[src/rtl/instr_loader_pkg.sv]
// instr_loader_pkg: FSM encoding and frame constants shared by the loader.
package instr_loader_pkg;
  typedef enum logic [2:0] {
    IDLE   = 3'd0,
    LEN_HI = 3'd1,
    LEN_LO = 3'd2,
    DATA   = 3'd3,
    CHK    = 3'd4,
    DONE   = 3'd5,
    ERR    = 3'd6
  } state_t;
  localparam int LEN_BYTES     = 2;
  localparam int CHK_BYTES     = 1;
  localparam int MEM_BYTES_DEF = 128;
endpackage

[src/rtl/instr_loader_csum.sv]
// instr_loader_csum: 8-bit XOR accumulator with synchronous clear and enable.
module instr_loader_csum
  import instr_loader_pkg::*;
(
  input  logic       clk,
  input  logic       clrn,
  input  logic       clr,
  input  logic       en,
  input  logic [7:0] d,
  output logic [7:0] q
);
  always_ff @(posedge clk or negedge clrn)
    if (!clrn) q <= '0;
    else if (clr) q <= '0;
    else if (en) q <= q ^ d;
endmodule

[src/rtl/instr_loader.sv]
// instr_loader: loads a length/payload/checksum byte frame into instruction memory and releases the CPU.
module instr_loader
  import instr_loader_pkg::*;
#(
  parameter int MEM_BYTES = MEM_BYTES_DEF,
  parameter int ADDR_W    = 8
) (
  input  logic              clk,
  input  logic              clrn,
  input  logic              start,
  input  logic [7:0]        in_data,
  input  logic              in_valid,
  output logic              in_ready,
  output logic              mem_we,
  output logic [ADDR_W-1:0] mem_addr,
  output logic [7:0]        mem_wdata,
  output logic              cpu_clrn,
  output logic              done,
  output logic              err,
  output logic [8:0]        bytes_loaded
);
  state_t      state, nxt;
  logic [15:0] len, l_new;
  logic [8:0]  cnt;
  logic [7:0]  csum;
  logic        fire, go, wr, last, bad;
  assign in_ready     = state inside {LEN_HI, LEN_LO, DATA, CHK};
  assign fire         = in_valid && in_ready;
  assign go           = start && (state inside {IDLE, DONE, ERR});
  assign wr           = fire && state == DATA;
  assign l_new        = {len[15:8], in_data};
  assign bad          = l_new > 16'(MEM_BYTES) || l_new[1:0] != 2'b00;
  assign last         = {7'd0, cnt} + 16'd1 == len;
  assign bytes_loaded = cnt;
  instr_loader_csum u_csum (
    .clk  (clk),
    .clrn (clrn),
    .clr  (go),
    .en   (wr),
    .d    (in_data),
    .q    (csum)
  );
  always_comb begin
    nxt = state;
    case (state)
      IDLE, DONE, ERR: if (go) nxt = LEN_HI;
      LEN_HI:          if (fire) nxt = LEN_LO;
      LEN_LO:          if (fire) nxt = bad ? ERR : (l_new == 16'd0 ? CHK : DATA);
      DATA:            if (fire && last) nxt = CHK;
      CHK:             if (fire) nxt = in_data == csum ? DONE : ERR;
      default:         nxt = IDLE;
    endcase
  end
  // status outputs are registered from the next state so they appear in the first cycle of DONE/ERR
  always_ff @(posedge clk or negedge clrn)
    if (!clrn) begin
      state     <= IDLE;
      len       <= '0;
      cnt       <= '0;
      mem_we    <= 1'b0;
      mem_addr  <= '0;
      mem_wdata <= '0;
      done      <= 1'b0;
      err       <= 1'b0;
      cpu_clrn  <= 1'b0;
    end else begin
      state    <= nxt;
      done     <= nxt == DONE;
      err      <= nxt == ERR;
      cpu_clrn <= nxt == DONE;
      mem_we   <= wr;
      if (wr) begin
        mem_addr  <= cnt[ADDR_W-1:0];
        mem_wdata <= in_data;
      end
      if (go) cnt <= '0;
      else if (wr) cnt <= cnt + 9'd1;
      if (fire && state == LEN_HI) len[15:8] <= in_data;
      if (fire && state == LEN_LO) len[7:0] <= in_data;
    end
endmodule

[config.mk]
export PLATFORM = sky130hd
export DESIGN_NAME = instr_loader
export DESIGN_NICKNAME = d
export VERILOG_FILES = /design/src/rtl/instr_loader_pkg.sv /design/src/rtl/instr_loader_csum.sv /design/src/rtl/instr_loader.sv
export SDC_FILE = /design/constraint.sdc
export NUM_CORES = 1
export LEC_CHECK = 0
export BUFFER_PORTS_ARGS = -buffer_cell sky130_fd_sc_hd__buf_2
export CAP_MARGIN = 5
export CORE_UTILIZATION = 50
export DETAILED_ROUTE_END_ITERATION = 12
export GPL_TIMING_DRIVEN = 0
export HOLD_SLACK_MARGIN = 0.06
export PLACE_DENSITY = 0.71
export SYNTH_ARGS = -nofsm -noshare
export SYNTH_HDL_FRONTEND = slang
export SYNTH_HIERARCHICAL = 1
export SYNTH_SLANG_ARGS = --single-unit
[constraint.sdc]
create_clock -name clk -period 2.7 [get_ports clk]
set_input_delay 0.27 -clock clk [delete_from_list [all_inputs] [get_ports clk]]
set_output_delay 0.27 -clock clk [all_outputs]
set_load 0.02 [all_outputs]
Word level (Yosys, flattened, before mapping)
Cells that the tools add are included.
Storage, ports and cells
  output and inout bits: 30
  word-level logic and storage cells: 51
  bits in registers: 55
  bits in read-only memories: 0
  input bits: 12
  latch bits: 0
  memories kept: 0
  RAM bits: 0
Operators by class
  multipliers: 0
  equality and inequality tests: 10
  div/mod/pow operators: 0
  bitwise operators: 1
  multiplexer cells: 13
  reduce and logical (&&, ||, !) cells: 14
  $lt $le $gt $ge: 1
  shift operators: 0
  add/sub/neg operators: 2
Operator list (number)
  $mux W3: 7
  $mux W9: 2
  $eq A10 B16 Y1: 1
  $gt A16 B8 Y1 const B: 1
  $logic_not A16 Y1: 1
  $mux W8: 2
  $eq A3 B3 Y1 const B: 5
  $pmux W3 S5: 1
  $add A9 B1 Y10 const B: 1
  $add A9 B1 Y9 const B: 1
  $eq A8 B8 Y1: 1
  $xor A8 B8 Y8: 1
  $eq A3 B2 Y1 const B: 2
  $logic_and A1 B1 Y1: 6
  $reduce_bool A2 Y1: 2
  $reduce_bool A4 Y1: 1
  $eq A3 B1 Y1 const B: 1
  $logic_not A3 Y1: 1
  $reduce_bool A3 Y1: 1
  $reduce_or A3 Y1: 1
  $mux W2: 1
  $logic_or A1 B1 Y1: 1

Longest topological paths before layout
Gate-level depths: netlist of the first run.
  word-level depth: 7
  mapped depth: 9
  depth with buffers taken out: 7

Hierarchy
Netlist of the first run, hierarchy kept.
Modules (own cells, without submodules)
  instr_loader: times used 1, area each 2423.6 µm², sequential area each 1176.1 µm², cells each 245
  instr_loader_csum: times used 1, area each 406.6 µm², sequential area each 200.2 µm², cells each 35

Least setup slack after synthesis of the first run
No wires, ideal clock.
  kind: register -> register
  start: register cnt[0] (netlist: bytes_loaded[0])
  end: register state[1]
  clock period less this slack: 2159 ps
  data required time: 2566 ps
  setup slack: 541 ps
  data arrival time: 2025 ps
  stages on the path, launching flop included: 9
  buffers on the path: 1
  library setup time: 134 ps
  path through: dfrtp_1 > ha_1 > clkbuf_1 > nand3_1 > xnor2_1 > or3_1 > a2111oi_4 > a31o_1 > nand2_1
On the way
  word-level cells in the longest chain between the ends: 5
RTL lines
  start: declaration: RTL line instr_loader.sv:24  | logic [8:0] cnt;
  start signal: assignment: RTL line instr_loader.sv:77  | else if (wr) cnt <= cnt + 9'd1;
  $add A9 B1 Y10: RTL line instr_loader.sv:33  | assign last = {7'd0, cnt} + 16'd1 == len;
  $eq A10 B16 Y1: RTL line instr_loader.sv:33
  $logic_and A1 B1 Y1: RTL line instr_loader.sv:49  | DATA: if (fire && last) nxt = CHK;
  $mux W3: RTL line instr_loader.sv:49
  $pmux W3 S5: RTL line instr_loader.sv:45  | case (state)
  net nxt[1]: RTL line instr_loader.sv:22  | state_t state, nxt;
  end signal: assignment: RTL line instr_loader.sv:67  | state <= nxt;
  end: declaration: RTL line instr_loader.sv:22
The timed path passes the listed nets, and every way through them passes these cells.
A chain may end at the register's enable or synchronous reset.

Worst setup path in the final report of the first run
  start: register state[2]
  end: register u_csum.q[6]
On the way
  word-level cells in the longest chain between the ends: 5
  elaborated cells between the ends (all ways): 14
  those cells by class: eq/ne: 6; mux: 1; reduce/logical: 7
RTL lines
  $eq A3 B1 Y1 (tied with other cells): RTL line instr_loader.sv:27  | assign in_ready = state inside {LEN_HI, LEN_LO, DATA, CHK};
  $reduce_bool A4 Y1: RTL line instr_loader.sv:27
  $logic_and A1 B1 Y1: RTL line instr_loader.sv:28  | assign fire = in_valid && in_ready;
  $logic_and A1 B1 Y1 (*): RTL line instr_loader.sv:30  | assign wr = fire && state == DATA;
  net wr: RTL line instr_loader.sv:26  | logic fire, go, wr, last, bad;
  $reduce_bool A2 Y1 (no line) (*)
  end signal: assignment: RTL line instr_loader_csum.sv:15  | else if (en) q <= q ^ d;
  end: declaration: RTL line instr_loader_csum.sv:10  | output logic [7:0] q
Mark *: on every way through the listed nets, which the timed path passes. The rest lies on a longest branch.

==> metrics.log, run 1 <==
INFO  metric cp.depth = 9
INFO  metric antenna_left = 0
INFO  metric core_area = 0.00547 mm2
INFO  metric floorplan.die.height = 77.2 um
INFO  metric outcome = finished, final reports clean
INFO  metric post_synth_instance_area = 0.00283 mm2
INFO  metric final_instance_count_without_filler_cells = 403
INFO  metric p_seq_share = 42.4%
INFO  metric area_growth = 15.4%
INFO  metric worst-r2r-cell-count = 9
INFO  metric top_cell_type_by_total_area_after_synthesis = dfrtp_1
INFO  metric ctsResizeCount = 0
INFO  metric post_synth_inst_count = 280
INFO  metric slew_viol_final = 0
INFO  metric fill_cells = 504
INFO  metric criticalPathCategory = reg -> reg
INFO  metric postLayoutSetupSlackWorst = 0.309 ns
INFO  metric critical_path.cell_chain = clkbuf_1 -> nor2b_1 -> nand3_1 -> inv_1 -> clkbuf_1 -> buf_6 -> buf_6 -> a21bo_1 -> a21oi_1
INFO  metric min-delay-path-class = in -> reg
INFO  metric wire_length_of_the_first_global_routing_pass = around 10 mm
INFO  metric wl_per_instance = 14.8 um
INFO  metric switching_part_of_the_total = between 30% and 40%
INFO  metric power.density_cell_area = 973 mW/mm2
INFO  metric leakagePower = 0.00155 uW
INFO  metric timing_worst_slew_pin_value = 0.855 ns
INFO  metric asyncSetResetFlopFracSynth = between 90% and 100%
INFO  metric crit_buf_inv = 5
INFO  metric worst-endpoint-required = 2.90 ns
INFO  metric design_power_total = 3180 uW
INFO  metric number_of_enable_type_register_cells_in_the_synthesized_netlist = 0
INFO  metric post-synth-top-area-fraction = between 40% and 50%
INFO  metric worst_skew_pair_latency = approximately 0.32 ns
INFO  metric wirelength = 5.98 mm
INFO  metric inserted_diodes = 0
INFO  metric grt_max_degree = 56
INFO  metric synthTopCellsByCount = 62 x nand2_1, 55 x dfrtp_1, 22 x xnor2_1
INFO  metric proportion_of_layout_cells_with_a_drive_suffix_above_1 = 26.3%
INFO  metric cell_internal_pwr = 2000 uW
INFO  metric crit_path_start_kind = register
INFO  metric grt_antenna_before_repair = 0
INFO  metric combPwrFrac = 40.1%
INFO  metric clockBufferDepth = 2
INFO  metric dpl.cell_count = 393
INFO  metric start_util = 51.7%
INFO  metric proportion_of_synthesized_chip_area_in_sequential_cells = 48.6%
INFO  metric cp_max_fo = 11
INFO  metric largest_delay_share_family_worst_path = buffers and inverters
INFO  metric drt-vias-per-instance = approximately 5.3
INFO  metric h-tree-depth = 2
INFO  metric synth_top_flop_cell = dfrtp_1
INFO  metric numCtsBuffers = 5
INFO  metric hpwl = 4.06 mm
INFO  metric ios = between 40 and 50
INFO  metric cap_violations = 0
INFO  metric min_period_over_period = around nine tenths
INFO  metric synthesis.area_per_instance = 10.1 um2
INFO  metric rsz0062_at_grt = no
INFO  metric buffer_ports.inserted = 41
INFO  metric gr_ovfl_total = 0
INFO  metric clkPwrFrac = roughly 18%
INFO  metric post-place-ws = 0.330 ns
INFO  metric post_synth_num_cell_types = 44
INFO  metric rows = 27
INFO  metric dieWidth = 77.2 um
INFO  metric detailed_route_iter0_violations = around 150
INFO  metric timing.critical_path.to_type = register
INFO  metric max_slew_margin = 42.8%
INFO  metric die-area = around 0.0060 mm2
INFO  metric detail_route.drc_violations = 0
INFO  metric max_freq = around 0.42 GHz
INFO  metric final_period_minus_worst_setup_slack = between 2 and 2.5 ns
INFO  metric setup-tns-final = 0 ns
INFO  metric critical_path.slowest_cell = clkbuf_1
INFO  metric synth.net_count = 293
INFO  metric final_core_util = 59.7%
INFO  metric cell_depth_of_the_worst_min_delay_path = 3
INFO  metric post_synth_main_area_contributors = dfrtp_1 49%, nand2_1 8.2%, xnor2_1 6.8%, mux2_2 6.4%, xor2_1 2.8%
INFO  metric tritoncts = yes
INFO  metric switching_power = around 1200 uW
INFO  metric irDropWorstVdd = about 0.48 mV
INFO  metric hold_violations = 0
INFO  metric cp_arrival = 2.59 ns
INFO  metric yosys_register_bits = 55
INFO  metric count_of_warnings_emitted_by_yosys = 6
INFO  metric synth.most_common_cell = nand2_1
INFO  metric drt_pass1_iterations = 4
INFO  metric fin_worst_skew = 0.0122 ns
INFO  metric worst_path_largest_cell_delay = 0.47 ns
INFO  metric path_clk_slew = 0.10 ns
INFO  metric cts-root-buf = clkbuf_8
INFO  metric detailroute.via_count = 2142
INFO  metric clkSinkCount = 55
INFO  metric nNetsFinal = 343
INFO  metric grt_util_all_layers = 22.5%
INFO  metric setup_viol = 0
INFO  metric gp_congestion = ~0.84
INFO  metric grt_pass1_vias = 2079
==> logic make-up (layout without fill, tap and decap cells) <==
| logic type | count (synthesis) | in the layout | synth area share, % |
|---|---|---|---|
| buf+inv | 20 | 71 | 3.76 |
| compound gates | 29 | 29 | 8.62 |
| simple gates | 126 | 126 | 21.3 |
| mux | 16 | 16 | 6.37 |
| flops | 55 | 55 | 48.6 |
| fa+ha+maj | 2 | 2 | 0.796 |
| xor+xnor | 32 | 32 | 10.6 |
==> final cells by class <==
cell class,count,area (um2),area share [%]
Clock buffer,6,72.6,2.22
Inverter,4,15.0,0.460
Buffer,16,91.3,2.80
Timing Repair Buffer,43,235,7.20
Tap cell,72,90.1,2.76
Clock inverter,2,38.8,1.19
Multi-Input combinational cell,205,1350,41.2
Sequential cell,55,1380,42.1
==> power groups by stage <==
stage	logic (uW)	registers (uW)	clock network, uW
floorplan	848	1440	0
global placement	1240	1350	0
detailed placement	1270	1360	0
CTS	1280	1350	574
global route	1390	1400	602
finish	1270	1350	558
==> metal layers <==
metal	up-vias	part of all wire, %	global-route usage [%]
met2	46	46	34.7
met5	-	0	0
met3	8	3.1	4.05
met1	1040	49	31.9
met4	0	1.5	7.36
li1	1048	-	-
==> sequential cells by signal (all words and copies together), names as in the netlist <==
register      flops
u_csum/q          8
mem_we            1
err               1
mem_wdata         8
state             3
mem_addr          8
done              1
len              16
bytes_loaded      9
==> cells in the final DEF (no fill, tap or decap), types with 3 or more instances in the layout <==
master and count:
a21bo_2 6, a21oi_1 10, and3_1 4, buf_2 45, buf_6 3, clkbuf_1 8
clkbuf_8 5, dfrtp_1 55, inv_1 4, mux2_2 16, nand2_1 62, nand3_1 7
nand3b_1 8, nand4_1 6, nor2_1 17, nor3_1 6, nor4_1 3, xnor2_1 22
xor2_1 9
==> tightest hold or removal path: stages <==
cell,delay (ns)
buf_2,0.15
nand2_1,0.07
nand2_1,0.04
==> worst paths after layout <==
kind / from / end / slack [ns]
max: state[2] / u_csum/q[6] / 0.31
min: in_data[4] / mem_wdata[4] / 0.25
max reg2reg: state[2] / u_csum/q[6] / 0.31
min reg2reg: mem_addr[7] / mem_addr[7] / 0.48
max in group asynchronous: clrn / mem_wdata[3] / 1.77
min in group asynchronous: clrn / bytes_loaded[5] / 0.40
==> per-stage QoR <==
| stage | cell area, um2 | hold slack [ns] |
|---|---|---|
| floorplan | 2830 | -0.0256 |
| global placement | 3130 | 0.453 |
| detailed placement | 3130 | 0.457 |
| CTS | 3240 | 0.237 |
| global route | 3270 | 0.250 |
| finish | 3270 | 0.250 |
==> repair_timing <==
action,4_1_cts,5_1_grt
hold endpoints to repair,0,16
setup buffers,0,0
hold buffers,0,1
endpoints found under the setup margin,0,0
Note: power is estimated with default switching activity, not from simulation.
==> run 2, diff against run 1 <==
- ABC_AREA: not set -> 1
- SKIP_LAST_GASP: not set -> 1
==> run 2 against run 1 <==
The run now ends with DRC left. Synthesized cell count increased by 31%. Critical path depth increased by 1. Sequential cell count unchanged. Non-clock buffer count decreased by 7. Sequential share of layout area decreased by 0.24 points. Clock skew decreased by 0.0059 ns. Sequential power increased by 3%. Fmax increased by 18%. Core utilization about the same. First-iteration DRC count increased by 6.8%. Largest cell class unchanged. Power increased by 6.4%. Register-to-register slack improved by 0.37 ns.
==> metrics.log, run 2 <==
INFO  metric grt_pass1_vias = 2417 (+16%)
INFO  metric maxUsedRoutingLayer = met4
INFO  metric max_reg_flops = 16 (unchanged)
INFO  metric start_util = 52.0% (+0.27 points)
INFO  metric max_slew_margin = 66.1% (+23 points)
INFO  metric gr_ovfl_total = 0 (unchanged)
INFO  metric largest_delay_share_family_worst_path = buffers and inverters
INFO  metric fill_cells = 517 (+2.6%)
INFO  metric top_cell_type_by_total_area_after_synthesis = dfrtp_1
INFO  metric total_area_of_multi_input_combinational_cells = 0.00126 mm2 (-6.6%)
INFO  metric post-place-ws = 0.712 ns (+0.383 ns)
INFO  metric gp_congestion = 0.943 (+13%)
INFO  metric post_synth_main_area_contributors = dfrtp_1 48%, nand2_1 13%, o21ai_0 6.6%, inv_1 5.8%, nand3_1 5.6%
INFO  metric crit_path_start_kind = register
INFO  metric drt_pass1_iterations = 8 (+4)
INFO  metric power.density_cell_area = 1030 mW/mm2 (+5.8%)
INFO  metric cp_max_fo = 11 (unchanged)
INFO  metric crit_buf_inv = 4 (-1)
INFO  metric postLayoutSetupSlackWorst = 0.678 ns (+0.369 ns)
INFO  metric path_clk_slew = 0.10 ns (about the same)
INFO  metric core_area = 0.00551 mm2 (+0.62%)
INFO  metric worst_skew_pair_latency = 0.32 ns (about the same)
INFO  metric wl_met3 = 305 um (+65%)
INFO  metric critical_path.cell_chain = nand2_1 -> nor2_1 -> nand2_1 -> inv_1 -> buf_2 -> buf_6 -> buf_8 -> nand3_2 -> nand2_1 -> nor2_1
INFO  metric clkSinkCount = 55 (unchanged)
INFO  metric outcome = finished with violations
INFO  metric rsz0062_at_grt = no
INFO  metric irDropWorstVdd = 0.575 mV (+20%)
INFO  metric worst-endpoint-required = 2.91 ns (about the same)
INFO  metric inserted_diodes = 0 (unchanged)
INFO  metric max_freq = 0.495 GHz (+18%)
INFO  metric cp_arrival = 2.24 ns (-0.35 ns)
INFO  metric criticalPathCategory = reg -> reg
INFO  metric min-delay-path-class = in -> reg
INFO  metric detail_route.drc_violations = 2 (+2)
INFO  metric layout.cells.most_common_list = 99 x nand2_1, 55 x dfrtp_1, 44 x inv_1, 42 x buf_2, 38 x o21ai_0
INFO  metric rows = 27 (unchanged)
INFO  metric min_period_over_period = 74.9% (-14 points)
INFO  metric post_synth_instance_area = 0.00286 mm2 (+1.1%)
INFO  metric cap_violations = 0 (unchanged)
INFO  metric detailroute.via_count = 2527 (+18%)
INFO  metric mostFrequentLayoutCell = nand2_1
INFO  metric post-synth-top-area-fraction = 48.1% (-0.55 points)
INFO  metric detailed_route_iter0_violations = 157 (+6.8%)
INFO  metric tritoncts = yes
INFO  metric synth.most_common_cell = nand2_1
INFO  metric grt_util_all_layers = 23.4% (+0.96 points)
INFO  metric met1_length = 2.92 mm (-0.92%)
INFO  metric count_of_warnings_emitted_by_yosys = 6 (unchanged)
INFO  metric post_synth_inst_count = 366 (+31%)
INFO  metric final_cell_area = 0.00329 mm2 (+0.57%)
INFO  metric seqCellArea = 0.00138 mm2 (unchanged)
INFO  metric post_synth_num_cell_types = 27 (-39%)
INFO  metric slew_viol_final = 0 (unchanged)
INFO  metric synthesis.area_per_instance = 7.82 um2 (-23%)
INFO  metric hold_violations = 0 (unchanged)
INFO  metric timing_worst_slew_pin_value = 0.508 ns (-0.346 ns)
INFO  metric synth.net_count = 379 (+29%)
INFO  metric asyncSetResetFlopFracSynth = 100% (unchanged)
INFO  metric proportion_of_synthesized_chip_area_in_sequential_cells = 48.1% (-0.55 points)
INFO  metric synthTopCellsByCount = 99 x nand2_1, 55 x dfrtp_1, 44 x inv_1
INFO  metric nNetsFinal = 429 (+25%)
INFO  metric critical_path_most_common_cell = nand2_1
INFO  metric cts_setup_buffers = 0 (unchanged)
INFO  metric setup_viol = 0 (unchanged)
INFO  metric worst_path_largest_cell_delay = 0.43 ns (-0.04 ns)
INFO  metric die-area = 0.00603 mm2 (+1.1%)
INFO  metric hpwl = 4.84 mm (+19%)
INFO  metric cts-root-buf = clkbuf_8
INFO  metric failing_checks = DRC
INFO  metric floorplan.die.height = 77.7 um (+0.56%)
INFO  metric antenna_left = 0 (unchanged)
INFO  metric wire_length_of_the_first_global_routing_pass = 11.2 mm (+7.7%)
INFO  metric yosys_register_bits = 55 (unchanged)
INFO  metric route.met2.wl = 3.17 mm (+15%)
INFO  metric h-tree-depth = 2 (unchanged)
INFO  metric fin_worst_skew = 0.00627 ns (-0.00589 ns)
INFO  metric critical_path.slowest_cell = dfrtp_1
INFO  metric detailed_place.area = 0.00316 mm2 (+1.0%)
INFO  metric proportion_of_layout_cells_with_a_drive_suffix_above_1 = 18.5% (-7.8 points)
INFO  metric wl_per_instance = 13.3 um (-11%)
INFO  metric dieWidth = 77.7 um (+0.56%)
INFO  metric ios = 42 (unchanged)
INFO  metric wirelength = 6.49 mm (+8.5%)
INFO  metric final_period_minus_worst_setup_slack = 2.02 ns (-0.369 ns)
INFO  metric timing.critical_path.to_type = register
INFO  metric grt_max_degree = 56 (unchanged)
INFO  metric synth_top_flop_cell = dfrtp_1
INFO  metric leakagePower = 0.00171 uW (+10%)
INFO  metric setup-tns-final = 0 ns (unchanged)
INFO  metric clockBufferDepth = 2 (unchanged)
INFO  metric buffer_ports.inserted = 41 (unchanged)
INFO  metric grt_antenna_before_repair = 0 (unchanged)
INFO  metric largest-register = len
INFO  metric numCtsBuffers = 5 (unchanged)
INFO  metric drt-vias-per-instance = 5.17 (-2.8%)
INFO  metric number_of_enable_type_register_cells_in_the_synthesized_netlist = 0 (unchanged)
INFO  metric area_growth = 14.8%
## run 2: changes by cell type after synthesis, moves of 6 or more
| cell | previous run | this run |
|---|---|---|
| a21bo_2 | 6 | 0 |
| inv_1 | 4 | 44 |
| mux2_2 | 16 | 0 |
| nand2_1 | 62 | 99 |
| nand2_2 | 0 | 9 |
| nand3_1 | 7 | 32 |
| nand3b_1 | 8 | 2 |
| nor2_1 | 17 | 27 |
| o21ai_0 | 0 | 38 |
| xnor2_1 | 22 | 8 |
| xor2_1 | 9 | 0 |
## run 2: timing repair
| item | in CTS | in global routing |
|---|---|---|
| endpoints found under the hold margin | 0 | 21 |
| resized for setup | 0 | 0 |
| hold buffers | 0 | 1 |
## run 2: power breakdown
| group | total [uW] | switching [uW] | internal [uW] |
|---|---|---|---|
| registers | 1390 | 239 | 1150 |
| clock network | 485 | 292 | 193 |
| logic | 1510 | 974 | 536 |
| total | 3380 | 1500 | 1880 |
## run 2: worst paths after layout
kind                              from           to  slack (ns)  cells after the start
max reg2reg                   state[0]  u_csum/q[7]        0.68                     10
min                         in_data[2]  u_csum/q[2]        0.25                      4
min in group asynchronous         clrn  mem_addr[0]        0.44                      2
max in group asynchronous         clrn     state[0]        1.71                      3
max                           state[0]  u_csum/q[7]        0.68                     10
min reg2reg                mem_addr[1]  mem_addr[1]        0.49                      2
## run 2: tightest hold or removal path, stage by stage
cell     delay [ns]
buf_2          0.11
nand3_1        0.07
nand2_1        0.06
nor2_1         0.03
## run 2: routing by layer
layer	up-vias	global-route usage [%]
met5	-	0
met4	0	9.43
met3	8	4.24
met2	72	37.0
met1	1177	31.9
li1	1270	-
## run 2: logic make-up after synthesis
family	after synthesis	share of synthesized area (%)
adder cells (fa/ha/maj)	1	0.437
XOR/XNOR	8	2.45
buffers and inverters	54	7.95
flip-flops	55	48.1
AO/OA/AOI/OAI	62	11.6
AND/OR/NAND/NOR	186	29.5
## run 2: stage by stage
stage / hold slack (ns) / power [uW] / utilization (%) / std cells
after global routing: 0.253 / 3680 / 59.7 / 489
final: 0.251 / 3380 / 59.7 / 489
after floorplan: -0.0256 / 2460 / - / 366
after global placement: 0.461 / 2860 / 57.4 / 479
after detailed placement: 0.462 / 2910 / 57.4 / 479
after CTS: 0.236 / 3410 / 59.1 / 487
## run 2: layout make-up
type / count / area share, %
flip-flops and latches: 55 / 41.9
multi-input cells: 257 / 38.3
repair buffers: 43 / 7.16
inverters: 45 / 5.18
well taps: 72 / 2.74
clock buffers: 5 / 2.09
plain buffers: 9 / 1.75
clock inverters: 3 / 0.876
